File: config.mk
export PLATFORM = sky130hd
export DESIGN_NAME = sdr_port_arbiter
export DESIGN_NICKNAME = d
export VERILOG_FILES = /design/src/rtl/sdr_port_arbiter.sv
export SDC_FILE = /design/constraint.sdc
export NUM_CORES = 1
export LEC_CHECK = 0
export ABC_AREA = 0
export CAP_MARGIN = 20
export CELL_PAD_IN_SITES_DETAIL_PLACEMENT = 0
export CELL_PAD_IN_SITES_GLOBAL_PLACEMENT = 1
export CORE_ASPECT_RATIO = 0.8
export CORE_MARGIN = 5
export CORE_UTILIZATION = 42
export DETAILED_ROUTE_END_ITERATION = 8
export DONT_BUFFER_PORTS = 1
export GPL_ROUTABILITY_DRIVEN = 0
export PLACE_DENSITY_LB_ADDON = 0.1
export SETUP_SLACK_MARGIN = 0.15
export SYNTH_ARGS = -nofsm -noshare
export SYNTH_HDL_FRONTEND = slang
export SYNTH_SLANG_ARGS = --single-unit
export TNS_END_PERCENT = 5
File: constraint.sdc
create_clock -name sdram_clk -period 2.43 [get_ports sdram_clk]
set_clock_uncertainty 0.15 [all_clocks]
set_input_delay 0.1215 -clock sdram_clk [delete_from_list [all_inputs] [get_ports sdram_clk]]
set_output_delay 0.1215 -clock sdram_clk [all_outputs]
set_load 0.05 [all_outputs]
File: src/rtl/sdr_port_arbiter.sv
// Round-robin ingress-port arbiter and auto-refresh scheduler placed in front of
// the SDR SDRAM command sequencer.
module sdr_port_arbiter #(
    parameter int          nr_of_ports = 4,
    parameter logic [15:0] rfr_length  = 16'd390
) (
    input  logic                   sdram_clk,
    input  logic                   sdram_rst,
    input  logic [nr_of_ports-1:0] port_empty,
    input  logic                   state_idle,
    input  logic                   fifo_rd_adr,
    input  logic                   fifo_rd_data,
    input  logic                   cmd_aref,
    output logic                   fifo_empty,
    output logic [nr_of_ports-1:0] fifo_sel,
    output logic [nr_of_ports-1:0] port_rd_adr,
    output logic [nr_of_ports-1:0] port_rd_data,
    output logic                   refresh_req,
    output logic                   rfr_overflow
);

    localparam int idx_w = $clog2(nr_of_ports);

    function automatic logic [idx_w-1:0] onehot_to_idx(input logic [nr_of_ports-1:0] oh);
        logic [idx_w-1:0] idx;
        idx = '0;
        for (int i = 0; i < nr_of_ports; i++) begin
            if (oh[i]) begin
                idx = idx_w'(i);
            end else begin
                idx = idx;
            end
        end
        return idx;
    endfunction

    logic [nr_of_ports-1:0] fifo_sel_r;
    logic                   served_r;
    logic [idx_w-1:0]       grant_idx_s;
    logic [nr_of_ports-1:0] next_sel_s;
    logic                   rotate_s;
    logic [15:0]            rfr_cnt_r;
    logic                   tick_s;
    logic [1:0]             owed_r;
    logic [1:0]             owed_next_s;
    logic                   rfr_overflow_r;
    logic                   overflow_next_s;

    assign grant_idx_s = onehot_to_idx(fifo_sel_r);

    // A just-served grant must hand over even if its FIFO still holds data.
    assign rotate_s = state_idle & (served_r | port_empty[grant_idx_s]);

    // Search the ports after the current grant for the first non-empty one.
    always_comb begin
        logic             found_s;
        logic [idx_w-1:0] cand_s;
        next_sel_s = fifo_sel_r;
        found_s    = 1'b0;
        cand_s     = '0;
        for (int k = 1; k < nr_of_ports; k++) begin
            cand_s = idx_w'((int'(grant_idx_s) + k) % nr_of_ports);
            if (!found_s && !port_empty[cand_s]) begin
                next_sel_s         = '0;
                next_sel_s[cand_s] = 1'b1;
                found_s            = 1'b1;
            end else begin
                found_s = found_s;
            end
        end
    end

    // Grant register and served flag.
    always_ff @(posedge sdram_clk) begin
        if (sdram_rst) begin
            fifo_sel_r <= {{(nr_of_ports-1){1'b0}}, 1'b1};
            served_r   <= 1'b0;
        end else if (rotate_s) begin
            fifo_sel_r <= next_sel_s;
            served_r   <= 1'b0;
        end else if (fifo_rd_adr) begin
            served_r   <= 1'b1;
        end else begin
            served_r   <= served_r;
        end
    end

    // Forcing empty right after a service keeps the sequencer in idle while the grant moves.
    assign fifo_empty   = port_empty[grant_idx_s] | (state_idle & served_r);
    assign fifo_sel     = fifo_sel_r;
    assign port_rd_adr  = fifo_sel_r & {nr_of_ports{fifo_rd_adr}};
    assign port_rd_data = fifo_sel_r & {nr_of_ports{fifo_rd_data}};

    assign tick_s = (rfr_cnt_r == (rfr_length - 16'd1));

    // Refresh interval counter.
    always_ff @(posedge sdram_clk) begin
        if (sdram_rst) begin
            rfr_cnt_r <= 16'd0;
        end else if (tick_s) begin
            rfr_cnt_r <= 16'd0;
        end else begin
            rfr_cnt_r <= rfr_cnt_r + 16'd1;
        end
    end

    // Owed-refresh bookkeeping; AREFs with nothing owed (init sequence) are ignored.
    always_comb begin
        owed_next_s     = owed_r;
        overflow_next_s = tick_s & ~cmd_aref & (owed_r == 2'd3);
        case ({tick_s, cmd_aref})
            2'b10:   owed_next_s = (owed_r == 2'd3) ? 2'd3 : owed_r + 2'd1;
            2'b01:   owed_next_s = (owed_r != 2'd0) ? owed_r - 2'd1 : owed_r;
            default: owed_next_s = owed_r;
        endcase
    end

    // Owed counter and overflow pulse registers.
    always_ff @(posedge sdram_clk) begin
        if (sdram_rst) begin
            owed_r         <= 2'd0;
            rfr_overflow_r <= 1'b0;
        end else begin
            owed_r         <= owed_next_s;
            rfr_overflow_r <= overflow_next_s;
        end
    end

    assign refresh_req  = (owed_r != 2'd0);
    assign rfr_overflow = rfr_overflow_r;

endmodule
==> run metrics <==
pre-CTS WS just over 0.02 ns; Switch Pwr around 920 uW; post-route insts no fill 234; WL/cell 15.6 um; Core Box Area 0.00349 mm2; post-synth top area share 0.309; endpoint class of the critical path flip-flop; startpoint types flip-flop; Clock power frac 0.120; Initial Util 0.444; post-DP HPWL 2790 um; Tot GR Track Use 0.150; Syn Area/Cell 8.82 um2; Synth Instances between 150 and 200; CTS tree built; commonest non-fill, non-tap cells in the layout nor2_1, dfxtp_1, inv_1, buf_4, nand3_1; gr ovfl total 0; Crit Path Max Fanout 5; Via Count between 1000 and 1500; Iteration-0 DRC Markers 142; Top-Level Pins 25; H-tree levels 1; HP Class input port to flip-flop; Synth Warn # 0; final hold vios 0; Syn Nets 193; Final Setup Violations 1; clock slew at reported path FFs 0.08 ns; DRC 0; routed vias/inst 5.80; Critical Path Source fifo_sel[2]$_SDFFE_PP0P_; largest family of logic cells by synthesized area simple AND/OR/NAND/NOR gates; WL final roughly 3600 um; Leak 0.670 nW; Die W between 70 and 80 um; reg2reg end fifo_sel[3]$_SDFFE_PP0P_; die height 64.4 um; crit path DAT about 2.5 ns; area growth from synthesis to layout 15.4%; VDD IR max 0.483 mV; Pwr Density 1100 mW/mm2; RR Startpoint fifo_sel[2]$_SDFFE_PP0P_; Register-to-Register Path Depth 9; share of layout cells above drive strength 1 0.182; unrepaired setup endpoints after global routing true; top cells by area, synth dfxtp_1, ha_1, nor2_1; P_int 1.05 mW; final worst path period share 1.00; Root Driver clkbuf_8; f_max 0.411 GHz; n_diodes 0; most common cell after layout, fill and taps aside nor2_1; r2r setup slk -0.0003 ns; Post-Syn Area 0.00155 mm2; Worst Tran Pin Value 0.563 ns; post-route ant nets 0; cell taking the most area after synthesis dfxtp_1; Slew headroom 0.624; 1st-pass router iterations 4; Row Count 19; Final min period 2.43 ns; final setup margin -0.000309 ns; Net Sw Frac 0.467; Post-Synth Adder-Cell Area 0.0564; simple-gate share of the synthesized area 0.261; initial antenna violation count 0; post-synth cell types 54; Critical Path End fifo_sel[3]$_SDFFE_PP0P_; Flop pwr share 0.256; global-route wire length before repair 6200 um; CTS Sinks 24; Synth Register Bits 24; Finished Core Util 0.513; WS Path Type flip-flop to flip-flop; status complete, but fails checks; Pins Over Slew Limit 0; Compound-Gate Fraction of Synth Area 0.201; total die area 0.00502 mm2; largest net degree at the start of global routing 17; Clock Path Buffers 2; Comb pwr share 0.624; post-synthesis mux area share 0.0306; Crit path required time between 2 and 2.5 ns; clk_lat worst skew 0.26 ns; Post-Synth XOR/XNOR Area 0.0902; max-cap violations 0; violated checks negative setup slack; Buffers on Ports 0; cts bufs inserted 3; vias in the first global route 1353; placed insts 222; fin nets 210; post-synthesis sequential area ratio 0.309
## worst min path at each step
stage | startpoint | endpoint | slack (ns) | cells after the start
3_3_place_gp | sdram_rst | fifo_sel[3]$_SDFFE_PP0P_ | 0.03 | 1
4_1_cts | cmd_aref | owed_r[1]$_SDFFE_PP0P_ | 0.0004 | 3
2_1_floorplan | cmd_aref | rfr_overflow$_SDFF_PP0_ | 0.05 | 1
5_1_grt | cmd_aref | owed_r[1]$_SDFFE_PP0P_ | 0.003 | 3
6_report | cmd_aref | owed_r[1]$_SDFFE_PP0P_ | 0.007 | 3
3_5_place_dp | sdram_rst | fifo_sel[3]$_SDFFE_PP0P_ | 0.04 | 1
## cell families after synthesis
kind of cell / Yosys count
buffers and inverters: 17
adders and majority gates: 7
muxes: 4
AOI/OAI and AO/OA: 34
DFF: 24
xor gates and xnor gates: 16
and+or+nand+nor: 74
## registers in the layout, summed over array words and instances, names as in the netlist
| name | flops |
|---|---|
| fifo_sel | 4 |
| owed_r | 2 |
| rfr_cnt_r | 16 |
| rfr_overflow | 1 |
| served_r | 1 |
## cells in the mapped netlist (all sizes together)
library cell  instances
and2                  9
nand2b                2
mux2i                 1
nor3b                 1
o311a                 1
nand3                 9
a311oi                1
or2b                  1
nor3                  5
o221a                 1
a221o                 1
a2111o                2
xor2                  8
o32ai                 2
o211ai                2
mux2                  3
o21ai                 4
o2111ai               2
a211oi                6
nor4                  1
or3b                  1
and2b                 1
xnor2                 8
dfxtp                24
a221oi                2
and3                  4
or2                   2
a41oi                 1
o211a                 1
clkbuf                1
a21o                  2
nand2                 6
nor4bb                2
buf                   3
a32oi                 1
or3                   1
nor2                 23
o311ai                1
and4                  1
ha                    7
nor4b                 1
nand4                 4
inv                  13
a21oi                 2
a31oi                 2
## power by group through the flow
stage	sequential, mW	combinational (mW)	clock, mW
after CTS	0.503	1.21	0.246
after floorplan	0.576	0.888	0
final	0.502	1.23	0.236
after global placement	0.511	1.14	0
after global routing	0.510	1.31	0.262
after detailed placement	0.515	1.14	0
## critical path, stage by stage (launching register included)
cell and delay [ns]:
dfxtp_4 0.35, and2b_4 0.19, nor2_4 0.09, inv_2 0.05, ha_4 0.28, mux2_4 0.30
or3_4 0.34, a31oi_1 0.18, o211ai_1 0.13, a221oi_2 0.26
## layout make-up
| cell class | count | area [um2] |
|---|---|---|
| clock buffers | 4 | 45.0 |
| inverters | 13 | 48.8 |
| repair buffers | 16 | 135 |
| multi-input cells | 135 | 1020 |
| fillers | 333 | 1700 |
| well taps | 42 | 52.6 |
| flip-flops and latches | 24 | 489 |
## routing by layer
metal | vias up | global-route usage | routed length [um]
met4 | 0 | 0.0253 | 21
met1 | 651 | 0.201 | 1830
met5 | - | 0 | 0
li1 | 672 | - | -
met3 | 4 | 0.0478 | 221
met2 | 31 | 0.241 | 1580
## through the flow
stage          total power, mW  setup TNS, ns  hold WS [ns]  instance area (um2)
2_1_floorplan             1.46         -0.234        0.0482                 1590
3_3_place_gp              1.65              0        0.0344                 1670
3_5_place_dp              1.66              0        0.0353                 1670
4_1_cts                   1.96              0      0.000439                 1790
5_1_grt                   2.08        -0.0979       0.00256                 1790
6_report                  1.96      -0.000309       0.00725                 1790
## what timing repair did
| item | CTS | global route |
|---|---|---|
| hold buffers | 6 | 0 |
| endpoints found under the hold margin | 8 | 0 |
| endpoints found under the setup margin | 4 | 5 |
| buffers inserted | 2 | 0 |
| pin swaps | 5 | 3 |
| resized for setup | 0 | 2 |
Note: power is estimated with default switching activity, not from simulation.
